<file path="src/rtl/obstacle_sprite_engine.sv">
// Obstacle sprite mover: frame/step timing, erase-move-redraw passes and a
// one-pixel-per-cycle plotter feed for a single rectangular sprite.
//
//   state | meaning
//   ------+-------------------------------------------------------------
//   INIT  | first cycle after reset; starts the initial draw (no erase)
//   IDLE  | waiting for a pending step request
//   ERASE | scans the sprite at the old base in BG_COLOUR
//   MOVE  | one cycle; updates base_x (with wrap) and base_y (pending row)
//   DRAW  | scans the sprite at the new base in FG_COLOUR
//   DONE  | one cycle; pulses step_done (and wrapped if the move wrapped)
module obstacle_sprite_engine #(
   parameter int         FRAME_DIV       = 833333,
   parameter int         FRAMES_PER_STEP = 15,
   parameter int         STEP            = 1,
   parameter int         SPR_W           = 4,
   parameter int         SPR_H           = 4,
   parameter int         SCREEN_W        = 160,
   parameter int         SCREEN_H        = 120,
   parameter int         START_X         = 10,
   parameter int         START_Y         = 58,
   parameter logic [2:0] FG_COLOUR       = 3'd2,
   parameter logic [2:0] BG_COLOUR       = 3'd0
) (
   input  logic       clock,
   input  logic       resetn,
   input  logic       enable,
   input  logic       dir,
   input  logic       load_y,
   input  logic [6:0] y_in,
   output logic [7:0] x,
   output logic [6:0] y,
   output logic [2:0] colour,
   output logic       plot,
   output logic       busy,
   output logic       step_done,
   output logic       wrapped
);

   localparam int DLY_W  = $clog2(FRAME_DIV + 1);
   localparam int FCNT_W = $clog2(FRAMES_PER_STEP + 1);
   localparam int XMAX   = SCREEN_W - SPR_W;
   localparam int YMAX   = SCREEN_H - SPR_H;

   typedef enum logic [2:0] {
      S_INIT, S_IDLE, S_ERASE, S_MOVE, S_DRAW, S_DONE
   } state_t;

   state_t state, state_next;

   logic [DLY_W-1:0]  dly;
   logic [FCNT_W-1:0] fcnt;
   logic              frame_tick, step_tick;
   logic              step_pend;
   logic [6:0]        ypend;
   logic              ypend_v;
   logic [3:0]        px, py, px_next, py_next;
   logic [7:0]        base_x, base_x_next;
   logic [6:0]        base_y, base_y_next;
   logic              wrap_flag, wrap_next;
   logic              scan_last;
   logic [8:0]        bx9, sum9;
   logic              plot_d;
   logic [2:0]        colour_d;
   logic [7:0]        x_d;
   logic [6:0]        y_d;

   assign frame_tick = enable && (dly == '0);
   assign step_tick  = frame_tick && (fcnt == FCNT_W'(FRAMES_PER_STEP - 1));

   always_ff @(posedge clock) begin
      if (!resetn) begin
         dly  <= '0;
         fcnt <= '0;
      end else if (enable) begin
         if (dly == '0) begin
            dly <= DLY_W'(FRAME_DIV - 1);
            if (fcnt == FCNT_W'(FRAMES_PER_STEP - 1))
               fcnt <= '0;
            else
               fcnt <= fcnt + 1'b1;
         end else begin
            dly <= dly - 1'b1;
         end
      end
   end

   always_ff @(posedge clock) begin
      if (!resetn)
         state <= S_INIT;
      else
         state <= state_next;
   end

   assign bx9       = {1'b0, base_x};
   assign sum9      = bx9 + 9'(STEP);
   assign scan_last = (px == 4'(SPR_W - 1)) && (py == 4'(SPR_H - 1));

   always_comb begin
      state_next  = state;
      px_next     = px;
      py_next     = py;
      base_x_next = base_x;
      base_y_next = base_y;
      wrap_next   = wrap_flag;
      case (state)
         S_INIT: begin
            state_next = S_DRAW;
            px_next    = '0;
            py_next    = '0;
            wrap_next  = 1'b0;
         end
         S_IDLE: begin
            if (step_pend) begin
               state_next = S_ERASE;
               px_next    = '0;
               py_next    = '0;
               wrap_next  = 1'b0;
            end
         end
         S_ERASE, S_DRAW: begin
            if (scan_last) begin
               state_next = (state == S_ERASE) ? S_MOVE : S_DONE;
               px_next    = '0;
               py_next    = '0;
            end else if (px == 4'(SPR_W - 1)) begin
               px_next = '0;
               py_next = py + 4'd1;
            end else begin
               px_next = px + 4'd1;
            end
         end
         S_MOVE: begin
            state_next = S_DRAW;
            if (!dir) begin
               if (sum9 > 9'(XMAX)) begin
                  base_x_next = '0;
                  wrap_next   = 1'b1;
               end else begin
                  base_x_next = sum9[7:0];
               end
            end else begin
               if (bx9 < 9'(STEP)) begin
                  base_x_next = 8'(XMAX);
                  wrap_next   = 1'b1;
               end else begin
                  base_x_next = 8'(bx9 - 9'(STEP));
               end
            end
            if (ypend_v)
               base_y_next = (ypend > 7'(YMAX)) ? 7'(YMAX) : ypend;
         end
         S_DONE:  state_next = S_IDLE;
         default: state_next = S_INIT;
      endcase
   end

   // Plot outputs are computed from next-cycle values so the registered
   // pixel lines up exactly with the cycle the FSM spends in ERASE/DRAW.
   always_comb begin
      plot_d    = (state_next == S_ERASE) || (state_next == S_DRAW);
      colour_d  = (state_next == S_DRAW) ? FG_COLOUR : BG_COLOUR;
      x_d       = base_x_next + {4'd0, px_next};
      y_d       = base_y_next + {3'd0, py_next};
      busy      = (state == S_ERASE) || (state == S_MOVE) ||
                  (state == S_DRAW)  || (state == S_DONE);
      step_done = (state == S_DONE);
      wrapped   = (state == S_DONE) && wrap_flag;
   end

   always_ff @(posedge clock) begin
      if (!resetn) begin
         px        <= '0;
         py        <= '0;
         base_x    <= 8'(START_X);
         base_y    <= 7'(START_Y);
         wrap_flag <= 1'b0;
         step_pend <= 1'b0;
         ypend     <= '0;
         ypend_v   <= 1'b0;
         x         <= '0;
         y         <= '0;
         colour    <= BG_COLOUR;
         plot      <= 1'b0;
      end else begin
         px        <= px_next;
         py        <= py_next;
         base_x    <= base_x_next;
         base_y    <= base_y_next;
         wrap_flag <= wrap_next;
         x         <= x_d;
         y         <= y_d;
         colour    <= colour_d;
         plot      <= plot_d;
         // A new tick wins over the clear so a request landing on the
         // IDLE->ERASE edge is not lost.
         if (state == S_IDLE && step_pend)
            step_pend <= 1'b0;
         if (step_tick)
            step_pend <= 1'b1;
         if (state == S_MOVE)
            ypend_v <= 1'b0;
         if (load_y) begin
            ypend   <= y_in;
            ypend_v <= 1'b1;
         end
      end
   end

endmodule

</file>
<file path="config.mk">
export PLATFORM = sky130hd
export DESIGN_NAME = obstacle_sprite_engine
export DESIGN_NICKNAME = d
export VERILOG_FILES = /design/src/rtl/obstacle_sprite_engine.sv
export SDC_FILE = /design/constraint.sdc
export NUM_CORES = 1
export LEC_CHECK = 0
export BUFFER_PORTS_ARGS = -buffer_cell sky130_fd_sc_hd__buf_2
export CAP_MARGIN = 20
export CORE_MARGIN = 2
export CORE_UTILIZATION = 30
export CTS_CLUSTER_DIAMETER = 50
export DETAILED_ROUTE_END_ITERATION = 8
export GPL_ROUTABILITY_DRIVEN = 0
export PLACE_DENSITY_LB_ADDON = 0.25
export SLEW_MARGIN = 15
export SYNTH_ARGS = -nofsm -noshare
export SYNTH_HDL_FRONTEND = slang
export SYNTH_SLANG_ARGS = --single-unit
</file>
<file path="constraint.sdc">
create_clock -name clock -period 5.4 [get_ports clock]
set_input_delay 0 -clock clock [delete_from_list [all_inputs] [get_ports clock]]
set_output_delay 0 -clock clock [all_outputs]
set_load 0.005 [all_outputs]
</file>
After elaboration in Yosys (flattened, before gate mapping)

Index checks and enable logic that the tools add are counted.

Add/sub/neg operators: 8
Multipliers: 0
Div/mod/pow operators: 0
$lt $le $gt $ge: 3
Equality and inequality tests: 13
Shift operators: 0
Multiplexer cells: 31
Bitwise logic cells: 0
Reduce and logical (&&, ||, !) cells: 18

Operators by type and width:

| operator                                                                      | count |
|---|---|
| 8-bit 2-to-1 mux                                                              | 4 |
| 4-bit 2-to-1 mux                                                              | 7 |
| 4-bit one-hot mux with 3 select lines                                         | 2 |
| 7-bit 2-to-1 mux                                                              | 3 |
| 20-bit zero test                                                              | 1 |
| 20-bit 2-to-1 mux                                                             | 1 |
| 20-bit by 1-bit subtractor with 20-bit output (second input constant)         | 1 |
| 4-bit by 1-bit adder with 4-bit output (second input constant)                | 3 |
| 3-bit one-hot mux with 4 select lines                                         | 1 |
| 8-bit by 1-bit adder with 9-bit output (second input constant)                | 1 |
| 3-bit by 2-bit == test with 1-bit output (second input constant)              | 3 |
| 3-bit == test (second input constant)                                         | 3 |
| 9-bit by 8-bit > comparator with 1-bit output (second input constant)         | 1 |
| 3-bit 2-to-1 mux                                                              | 3 |
| 8-bit by 4-bit adder with 8-bit output                                        | 1 |
| 4-bit by 2-bit == test with 1-bit output (second input constant)              | 2 |
| 8-bit by 1-bit less-than comparator with 1-bit output (second input constant) | 1 |
| 1-bit 2-to-1 mux                                                              | 8 |
| 8-bit by 1-bit subtractor with 8-bit output (second input constant)           | 1 |
| 7-bit by 4-bit adder with 7-bit output                                        | 1 |
| 7-bit > comparator (second input constant)                                    | 1 |
| 3-bit inequality test (second input constant)                                 | 2 |
| 1-bit logical AND                                                             | 5 |
| 4-bit == test (second input constant)                                         | 1 |
| 11 further kinds                                                              | 16 |

Bits in registers: 79
Latch bits: 0
RAM bits: 0
ROM bits: 0
Input bits: 12
Output and inout port bits: 22
Word-level logic and storage cells: 88
Memories: 0

Logic depth before layout (Yosys ltp)

Word-level depth: 6
Mapped depth: 16
Gate-level depth less buffers: 15

Worst setup path before layout

No wires, ideal clock.

Kind: register to register
Start point: register base_x[0]
End point: register x[7]
Library setup time: 0.121 ns
Data arrival time: 3.336 ns
Data required time: 5.279 ns
Setup slack: 1.943 ns
Cell stages (with the launch flop): 17
Buffers on the path: 1
Cell sequence: dfxtp_1 > clkbuf_1 > inv_1 > ha_1 > or3b_2 > o21ai_0 > nor3_1 > a21oi_1 > o21a_1 > inv_1 > ha_1 > a21o_1 > a21o_1 > a21oi_1 > a311oi_1 > nor3b_1 > mux2_2

Cells in the longest elaborated chain, start to end: 6
Elaborated cells between the ends (all ways): 9
Classes of those cells: add/sub (3); order compare (2); mux (4)

RTL lines:

| element                                       | RTL line | RTL |
|---|---|---|
| from (decl)                                   | 58       | `logic [7:0] base_x, base_x_next;` |
| from (signal assigned)                        | 175      | `base_x <= 8'(START_X);` |
| from (signal assigned)                        | 188      | `base_x <= base_x_next;` |
| 8-bit by 1-bit adder with 9-bit output        | 96       | `assign sum9 = bx9 + 9'(STEP);` |
| 9-bit by 8-bit > comparator with 1-bit output | 136      | `if (sum9 > 9'(XMAX)) begin` |
| 8-bit 2-to-1 mux                              | 136      |  |
| 8-bit 2-to-1 mux *                            | 135      | `if (!dir) begin` |
| 8-bit 2-to-1 mux *                            | 106      | `case (state)` |
| named net base_x_next[1]                      | 58       |  |
| 8-bit by 4-bit adder with 8-bit output *      | 163      | `x_d = base_x_next + {4'd0, px_next};` |
| to (signal assigned)                          | 181      | `x <= '0;` |
| to (signal assigned)                          | 191      | `x <= x_d;` |
| to (decl)                                     | 31       | `output logic [7:0] x,` |

Mark *: on every way through the listed nets, which the timed path passes. The rest lies on a longest branch.
A chain may end at the register's enable or synchronous reset.

Worst setup path after layout

Start point: register base_x[0]
End point: register x[7]

Cells in the longest elaborated chain, start to end: 6
Elaborated cells between the ends (all ways): 9
Classes of those cells: add/sub (3); order compare (2); mux (4)

RTL lines:

| element                                       | RTL line |
|---|---|
| 8-bit by 1-bit adder with 9-bit output        | 96 |
| 9-bit by 8-bit > comparator with 1-bit output | 136 |
| 8-bit 2-to-1 mux                              | 136 |
| 8-bit 2-to-1 mux                              | 135 |
| 8-bit 2-to-1 mux *                            | 106 |
| named net base_x_next[0]                      | 58 |
| 8-bit by 4-bit adder with 8-bit output *      | 163 |

Marked as above.

==> flow_summary.toml <==
[run_status]
status = "finished, final reports clean"

[critical_path]
cp.arrival_ns = 4.11
rr_startpoint = "base_x[0]$_SDFF_PN0_"
cp-startpoint = "base_x[0]$_SDFF_PN0_"
cp_data_required_time_ns = 5.62
crit_path_end_kind = "flop"
path_class = "flop to flop"
cp_max_fo = 11
reg2reg_depth = 14
start_kind = "flop"

[cts]
clkSinkCount = 77
clk_latency_ns = 0.34
root_buffer = "clkbuf_16"
clock_path_buffers = 2
cts_made_buffers = 9
cts_tree = "yes"
clk_pin_slew_ns = 0.06
htreeDepth = 3

[synth]
synth_top_area_frac = 0.382
yosysTopAreaCell = "dfxtp_1"
yosysUniqueCellTypes = 63
netlist_area_um2 = 4030
synth_area_leaders = "dfxtp_1, nor2_1, xnor2_1, ha_1, a21oi_1"
ys_warn_count = 0
synth_ff_type = "dfxtp_1"
syn_inst = 475
syn_area_per_cell_um2 = 8.49
synth_edf_count = 0
ys_ff_latch = 77
async_flop_share = 0
yosysSeqAreaShare = 0.382

[layout]
layout_common_cells = "dfxtp_1, nor2_1, buf_2, a21oi_1, nand2_1"
multi_input_area_um2 = 2300
nNetsFinal = 529
final_common_cell = "dfxtp_1"
seqCellArea_um2 = 1540
post-route-util = 0.357
final_layout_size_suffix_gt1_frac = 0.131
n_fill_cell = 1356
syn_to_final_growth_pct = 16.9
diodes = 0

[grt]
grt_max_degree = 47
grt_overflow = 0
grt_first_pass_wirelength_um = 14900
grtUsageTotal = 0.127
grt_pass1_vias = 3104
antenna_found_initial = 0

[sta]
fmax_ghz = 0.257
finClkSkew_ns = 0.00866
postLayoutSetupSlackWorst_ns = 1.51
tns_ns = 0
rsz0062_at_grt = "no"
final-hold-violation-count = 0
layout_min_cycle_time_ns = 3.89
setup_violations = 0
slew_violations = 0
fin_crit_sh = 0.720
worstMarginPinSlew_ns = 0.845
slew-limit-headroom = 0.436

[pwr]
ir_worst_vdd_v = 0.000214
total_power_w = 0.00180
power.density_nw_per_um2 = 382
p_leak_nw = 1.86

[flow_run]
cap_violations = 0

[placement]
post-dp-hpwl_um = 6250
pre_cts_ws_ns = 1.54
port_buffers = 31

[hold_path]
hold_start = "resetn"
hold_class = "primary input to flop"
min_path_cells = 2

[drt]
num_vias = 3383
drcViolationCount = 0
ant_nets = 0
wire_per_inst_um = 13.2
vias_per_cell = 4.97
first_pass_iters = 4
drtIter0Drc = 234
wl_um = 8960

[die]
die_area_um2 = 14400
initial_core_util = 0.306
ios = 34
core.rowCount = 42
coreArea_um2 = 13200
die_w_um = 120
dieHeight_um = 120
==> per-stage QoR <==
stage	hold WS, ns	cells	cell area [um2]
floorplan	0.0946	476	4040
global placement	0.233	657	4300
detailed placement	0.246	657	4300
CTS	0.0637	681	4710
global route	0.0721	681	4710
finish	0.0576	681	4710
==> cell families after synthesis <==
kind of cell    count (synthesis)  synth area share
xor+xnor                       28            0.0608
simple gates                  191             0.253
other cells                     1          0.000930
fa+ha+maj                      17            0.0565
mux                            15            0.0385
compound gates                100             0.161
buf+inv                        46            0.0469
flops                          77             0.382
==> synth_stat cells (5+ instances only) <==
master    count
xnor2_1      22
a21o_1        5
nand3_1       8
dfxtp_1      77
and3_1        6
or3_1         6
nor2_1       58
clkbuf_1     21
nand2b_1      6
nand2_1      26
nor3_1       20
and2_1       14
nand3b_1      5
o21ai_0      21
xor2_1        6
a31oi_1       6
o21a_1        7
mux2i_1      11
a21oi_1      29
ha_1         15
inv_1        19
nor2b_1       7
==> worst max-delay path, stage by stage (launching register included) <==
cell	delay (ns)
dfxtp_1	0.49
ha_1	0.32
nand3_1	0.19
xnor2_1	0.18
o311a_1	0.42
a32o_1	0.27
o21a_1	0.21
o21ai_0	0.19
ha_1	0.20
a21o_1	0.12
a21o_1	0.15
a21oi_1	0.09
a311oi_1	0.35
nor3b_1	0.25
mux2_2	0.36
==> layout make-up <==
cell class | count | share of cell area
well taps | 176 | 0.0467
repair buffers | 39 | 0.0499
flip-flops and latches | 77 | 0.327
clock inverters | 5 | 0.0173
multi-input cells | 353 | 0.489
inverters | 20 | 0.0159
clock buffers | 11 | 0.0537
==> final timing paths <==
path	endpoint	slack [ns]
hold reg to reg	dly[19]$_SDFFE_PN0P_	0.49
hold / removal	base_x[1]$_SDFF_PN1_	0.06
setup reg to reg	x[7]$_SDFF_PN0_	1.51
setup / recovery	x[7]$_SDFF_PN0_	1.51
==> state kept, by name, indices dropped and copies added (netlist names) <==
name / count
y: 7
fcnt: 4
base_y: 7
state: 3
base_x: 8
ypend_v: 1
dly: 20
plot: 1
ypend: 7
py: 4
step_pend: 1
colour: 1
x: 8
wrap_flag: 1
px: 4
==> per-layer routing <==
| metal | vias up | wire (um) | track usage | share of wire |
|---|---|---|---|---|
| met5 | - | 0 | 0 | 0 |
| met4 | 0 | 110 | 0.0390 | 0.012 |
| met3 | 9 | 314 | 0.0337 | 0.035 |
| met2 | 58 | 4260 | 0.214 | 0.47 |
| met1 | 1597 | 4280 | 0.159 | 0.48 |
| li1 | 1719 | - | - | - |
==> report_power, final <==
| group | total (W) | leakage, nW | internal (W) | switching (W) |
|---|---|---|---|---|
| Clock | 0.000670 | 0.162 | 0.000431 | 0.000239 |
| Sequential | 0.000711 | 0.629 | 0.000643 | 0.0000678 |
| Combinational | 0.000418 | 1.07 | 0.000192 | 0.000226 |
| Total | 0.00180 | 1.86 | 0.00127 | 0.000533 |
==> timing repair <==
item,CTS,global route
hold endpoints to repair,9,0
hold buffers,8,0
buffers inserted,0,0
gates resized for setup,0,0
Power figures use the tool's default switching activity.
